--- config.mk ---
export PLATFORM = sky130hd
export DESIGN_NAME = if_stage
export DESIGN_NICKNAME = d
export VERILOG_FILES = /design/src/rtl/if_stage.sv
export SDC_FILE = /design/constraint.sdc
export NUM_CORES = 1
export LEC_CHECK = 0
export ABC_AREA = 0
export CORE_UTILIZATION = 45
export CTS_CLUSTER_SIZE = 20
export DETAILED_ROUTE_END_ITERATION = 8
export DONT_BUFFER_PORTS = 1
export GPL_ROUTABILITY_DRIVEN = 0
export HOLD_SLACK_MARGIN = 0.06
export PLACE_DENSITY = 0.69
export SLEW_MARGIN = 15
export SYNTH_ARGS = -nofsm -noshare
export SYNTH_HDL_FRONTEND = slang
export SYNTH_SLANG_ARGS = --single-unit
--- constraint.sdc ---
create_clock -name clk -period 2.85 [get_ports clk]
set_input_delay 0.57 -clock clk [delete_from_list [all_inputs] [get_ports clk]]
set_output_delay 0.57 -clock clk [all_outputs]
set_load 0.02 [all_outputs]
--- src/rtl/if_stage.sv ---
// Instruction fetch stage: issues one outstanding instruction-memory request at a
// time, buffers the response for decode, and handles branch/jump redirects.
module if_stage #(
  parameter logic [31:0] RESET_PC = 32'h0000_0000
) (
  input  logic        clk,
  input  logic        rst_n,
  output logic        imem_req,
  output logic [31:0] imem_addr,
  input  logic        imem_gnt,
  input  logic        imem_rvalid,
  input  logic [31:0] imem_rdata,
  input  logic        redirect_valid,
  input  logic [31:0] redirect_pc,
  output logic        id_valid,
  input  logic        id_ready,
  output logic [31:0] id_instr,
  output logic [31:0] id_pc,
  output logic [6:0]  id_opcode
);

  typedef enum logic [1:0] {
    S_IDLE,
    S_FETCH,
    S_WAIT,
    S_DROP
  } state_e;

  state_e      state_q, state_d;
  logic [31:0] pc_q, pc_d;
  logic [31:0] req_pc_q, req_pc_d;
  logic        id_valid_q, id_valid_d;
  logic [31:0] id_instr_q, id_instr_d;
  logic [31:0] id_pc_q, id_pc_d;

  logic grant;

  assign grant = imem_req && imem_gnt;

  // NOTE: sequential state uses non-blocking assignments so every flop samples
  // pre-edge values regardless of process evaluation order.
  always_ff @(posedge clk or negedge rst_n) begin
    if (!rst_n) state_q <= S_IDLE;
    else        state_q <= state_d;
  end

  // NOTE: every always_comb assigns its outputs a default first, so no path
  // leaves a signal unassigned and no latch is inferred.
  always_comb begin
    state_d = state_q;
    unique case (state_q)
      S_IDLE:  state_d = S_FETCH;
      S_FETCH: begin
        if (redirect_valid) state_d = grant ? S_DROP : S_FETCH;
        else if (grant)     state_d = S_WAIT;
      end
      S_WAIT: begin
        if (imem_rvalid)         state_d = S_FETCH;
        else if (redirect_valid) state_d = S_DROP;
      end
      S_DROP: begin
        if (imem_rvalid) state_d = S_FETCH;
      end
      default: state_d = S_IDLE;
    endcase
  end

  // Issue only when the output buffer is empty or draining this edge, so a
  // response always finds room.
  always_comb begin
    imem_req  = (state_q == S_FETCH) && (!id_valid_q || id_ready);
    imem_addr = {pc_q[31:2], 2'b00};
  end

  always_comb begin
    pc_d       = pc_q;
    req_pc_d   = req_pc_q;
    id_instr_d = id_instr_q;
    id_pc_d    = id_pc_q;
    id_valid_d = id_valid_q && !id_ready;

    if (state_q == S_FETCH && grant) begin
      pc_d     = pc_q + 32'd4;
      req_pc_d = pc_q;
    end

    if (state_q == S_WAIT && imem_rvalid && !redirect_valid) begin
      id_instr_d = imem_rdata;
      id_pc_d    = req_pc_q;
      id_valid_d = 1'b1;
    end

    // Redirect wins over every other update, including a same-edge response.
    if (redirect_valid) begin
      pc_d       = {redirect_pc[31:2], 2'b00};
      id_valid_d = 1'b0;
    end
  end

  always_ff @(posedge clk or negedge rst_n) begin
    if (!rst_n) begin
      pc_q       <= RESET_PC;
      req_pc_q   <= '0;
      id_valid_q <= 1'b0;
      id_instr_q <= '0;
      id_pc_q    <= '0;
    end else begin
      pc_q       <= pc_d;
      req_pc_q   <= req_pc_d;
      id_valid_q <= id_valid_d;
      id_instr_q <= id_instr_d;
      id_pc_q    <= id_pc_d;
    end
  end

  assign id_valid  = id_valid_q;
  assign id_instr  = id_instr_q;
  assign id_pc     = id_pc_q;
  assign id_opcode = id_instr_q[6:0];

endmodule

-- Word-level counts from Yosys, hierarchy flattened
Cells that the tools add are included.
- $add $sub $neg: 1
- equal/unequal tests: 6
- muxes and demuxes: 11
- reductions and logical operators: 13
- operators by type and width (operator ; count):
    32-bit 2-to-1 mux ; 2
    32-bit by 3-bit adder with 32-bit output (second input constant) ; 1
    2-bit 2-to-1 mux ; 6
    2-bit case mux with 4 select lines ; 1
    1-bit logical AND ; 6
    3-bit inequality test (second input constant) ; 2
    2-bit == test (second input constant) ; 2
    1-bit logical NOT ; 3
    3-bit AND reduction ; 1
    2-bit by 1-bit == test with 1-bit output (second input constant) ; 1
    2-bit logical NOT ; 1
    1-bit 2-to-1 mux ; 2
    2-bit inequality test (second input constant) ; 1
    2-bit nonzero test ; 1
    1-bit logical OR ; 1
- bits in registers: 131
- input bits: 70
- output and inout bits: 105
- logic and storage cells: 37

-- Logic depth before layout (Yosys ltp)
- word-level depth: 7
- mapped depth: 9
- depth with buffers taken out: 7

-- Least setup slack after synthesis
No wires, ideal clock.
- path type: register -> register
- from: reg state_q[1]
- to: reg pc_q[30]
- setup time: 0.082 ns
- data arrival time: 2.089 ns
- data required time: 2.768 ns
- slack: 0.679 ns
- cell stages (with the launch flop): 10
- path buffers: 2
- clock period less this slack: 2.171 ns
- cell sequence: dfrtp_1 inv_1 ha_1 and2_1 clkbuf_4 nand3_4 or4_1 buf_2 or3_1 a31oi_1
- longest elaborated chain between the ends: 5
- RTL lines (item ; RTL line ; text):
    start: declaration ; 29 ; state_e state_q, state_d;
    start signal: assignment ; 44 ; else state_q <= state_d;
    2-bit by 1-bit == test with 1-bit output * ; 71, 82 ;
    1-bit logical AND ; 71 ; imem_req = (state_q == S_FETCH) && (!id_valid_q || id_ready);
    1-bit logical AND ; 38 ; assign grant = imem_req && imem_gnt;
    1-bit logical AND * ; 82 ; if (state_q == S_FETCH && grant) begin
    2-bit nonzero test (no line) * ; - ;
    end signal: assignment ; 108 ; pc_q <= pc_d;
    end: declaration ; 30 ; logic [31:0] pc_q, pc_d;
Every way passes the cells marked *; elsewhere a longest branch is shown, timed or not.
A chain may end at the register's enable or synchronous reset.

-- Worst setup path in the final report
- from: reg state_q[1]
- to: reg pc_q[26]
The elaborated chain is that of the path after synthesis.

==> flow_summary.json <==
{
  "status": "finished with violations",
  "violations": "design-rule violations, negative hold slack",
  "finalClockSkew_ns": 0.00501,
  "grt_pass1_wl_um": 19200,
  "diodes": 0,
  "use_met1": 0.219,
  "fp.dieW_um": 112,
  "crit_arrival_ns": 2.80,
  "port_buffers": 0,
  "cp.required_ns": 3.18,
  "place_area_mm2": 0.00554,
  "final.period_utilization": 0.866,
  "synth_seq_cells": 125,
  "met3_usage": 0.0866,
  "die_area_mm2": 0.0125,
  "synthCells": 490,
  "drt_wl_total_um": 11800,
  "r2r_cells": 7,
  "coreArea_mm2": 0.0116,
  "rsz0062_at_grt": "no",
  "hp-class": "input port to asynchronous set/reset pin",
  "endpoint_kind": "register",
  "yosysUniqueCellTypes": 44,
  "die_h_um": 112,
  "fin_cells": 644,
  "ctsResizeCount": 0,
  "layout-drive-gt1-share": 0.230,
  "dr.pass1.iters": 6,
  "p_leak_nw": 2.82,
  "grt-busiest-layer": "met2",
  "clock-sinks": 125,
  "holdWs_ns": -0.141,
  "grt_pass1_vias": 3716,
  "vias": 3542,
  "ys_seq_area_frac": 0.576,
  "root_buffer": "clkbuf_16",
  "nNetsFinal": 562,
  "final-hold-violation-count": 125,
  "drtIter0Drc": 168,
  "rr_startpoint": "state_q[1]",
  "fin_area_mm2": 0.00616,
  "power.total_mw": 6.94,
  "dpl.hpwl_um": 8100,
  "worst_setup_path_start_kind": "register",
  "final-max-slew-violation-count": 0,
  "r2r_slack_ns": 0.38,
  "htree_levels": 4,
  "grtUsageMet2": 0.338,
  "crit_start": "state_q[1]",
  "irDropWorstVdd_mv": 0.497,
  "clkTransAtPathRegs_ns": 0.05,
  "floorplan.initialDensity": 0.468,
  "setup_tns_ns": 0,
  "clock.fmax_ghz": 0.405,
  "grt_usage": 0.200,
  "r2r_end": "pc_q[26]",
  "fin_ws_ns": 0.381,
  "utilization": 0.531,
  "post-cts-setup-buffer-count": 0,
  "ios": 175,
  "preCtsSetupSlack_ns": 0.370,
  "gr-total-overflow": 0,
  "layout_min_cycle_time_ns": 2.47,
  "avgSynthCellArea_um2": 11.1,
  "placed_cells": 612,
  "drt-vias-per-instance": 5.50,
  "cts_tree": "done",
  "antenna_left": 0,
  "antenna_found_initial": 0,
  "slew-limit-headroom": 0.390,
  "tightest_slew_ns": 0.914,
  "crit_type": "register to register",
  "post-route-drc-count": 17,
  "pwr_density_cell_mw_per_mm2": 1130,
  "area_growth_syn_to_layout_pct": 13.4,
  "yosys_warnings": 0,
  "mappedNetlistArea_mm2": 0.00544,
  "yosysTopAreaCellShare": 0.576,
  "synth_largest_area_cell": "dfrtp_1",
  "cap_violations": 0,
  "rows": 39,
  "grt_max_degree": 126,
  "numCtsBuffers": 17,
  "setup_viol_count_final": 0,
  "clk_latency_ns": 0.41,
  "wl_per_cell_um": 18.3,
  "clockBufferDepth": 2,
  "synthTopCellsByArea": "dfrtp_1 58%, mux2_2 13%, nand2_1 8.3%, xnor2_1 3.1%, o21ai_0 2.9%",
  "crit_fanout": 9
}
## registers in the layout (all words and copies together) (netlist names)
register	flops
state_q	2
pc_q	30
id_instr	32
req_pc_q	30
id_valid	1
id_pc	30
## placed cells by master (no fill, tap or decap), drive strengths merged
cell and count:
clkinv 4, clkinvlp 2, dfrtp 125, nand3 13
nand2b 1, and2 7, or3 4, a211oi 1
nor2b 1, and4 3, a21oi 1, nor3 8
clkbuf 22, nand4 3, or4 2, o21ai 31
a2bb2oi 1, o211ai 1, and3 4, nand2 121
a221oi 1, nor2 9, conb 4, xor2 4
buf 10, ha 4, o31ai 1, mux2i 3
or4b 1, inv 8, mux2 64, nor4 7
a31oi 5, bufinv 4, xnor2 19, a22oi 2
## synth_stat cells (all sizes together)
master / number
nand2: 121
and2: 7
a22oi: 2
or4: 2
nor3: 8
a31oi: 5
a221oi: 1
clkbuf: 21
conb: 1
a21oi: 1
o21ai: 31
and3: 4
buf: 13
o31ai: 1
a2bb2oi: 1
and4: 3
nand2b: 1
nor2b: 1
nor4: 7
or3: 4
nand3: 13
dfrtp: 125
nand4: 3
ha: 4
a211oi: 1
mux2i: 3
inv: 8
or4b: 1
mux2: 64
xnor2: 19
o211ai: 1
xor2: 4
nor2: 9
## how the worst max path moves through the flow
stage	to	slack [ns]
after floorplan	pc_q[30]	0.68
after global placement	id_instr[11]	0.45
after detailed placement	id_instr[28]	0.37
after CTS	pc_q[26]	0.36
after global routing	pc_q[26]	0.26
final	pc_q[26]	0.38
## layer usage
layer | vias up | wire [um]
met1 | 1736 | 4610
met3 | 21 | 1000
li1 | 1649 | -
met2 | 136 | 5910
met5 | - | 0
met4 | 0 | 246
## power by group
part	switching, mW	internal, mW
Combinational	0.519	0.576
Sequential	1.13	2.47
Clock	0.741	1.51
Total	2.39	4.55
## layout make-up
class	count	area (um2)
fillers	1019	5450
well taps	143	179
repair buffers	10	75.1
multi-input cells	326	2120
flip-flops and latches	125	3130
clock inverters	10	163
inverters	8	30.0
clock buffers	22	464
## logic make-up (layout without fill, tap and decap cells)
kind of cell / Yosys count / after routing / share of synthesized area
AOI/OAI and AO/OA: 44 / 44 / 0.0454
muxes: 67 / 67 / 0.138
and+or+nand+nor: 184 / 184 / 0.156
DFF: 125 / 125 / 0.576
xor gates and xnor gates: 23 / 23 / 0.0371
other: 1 / 4 / 0.000690
buffers and inverters: 42 / 50 / 0.0380
adders and majority gates: 4 / 4 / 0.00921
## worst max-delay path, stage by stage, from the launching register on
cell,delay [ns]
dfrtp_1,0.41
inv_1,0.09
ha_1,0.24
and2_1,0.27
nand3_4,0.17
or4_1,0.67
or3_1,0.36
a31oi_1,0.18
Power figures use the tool's default switching activity.
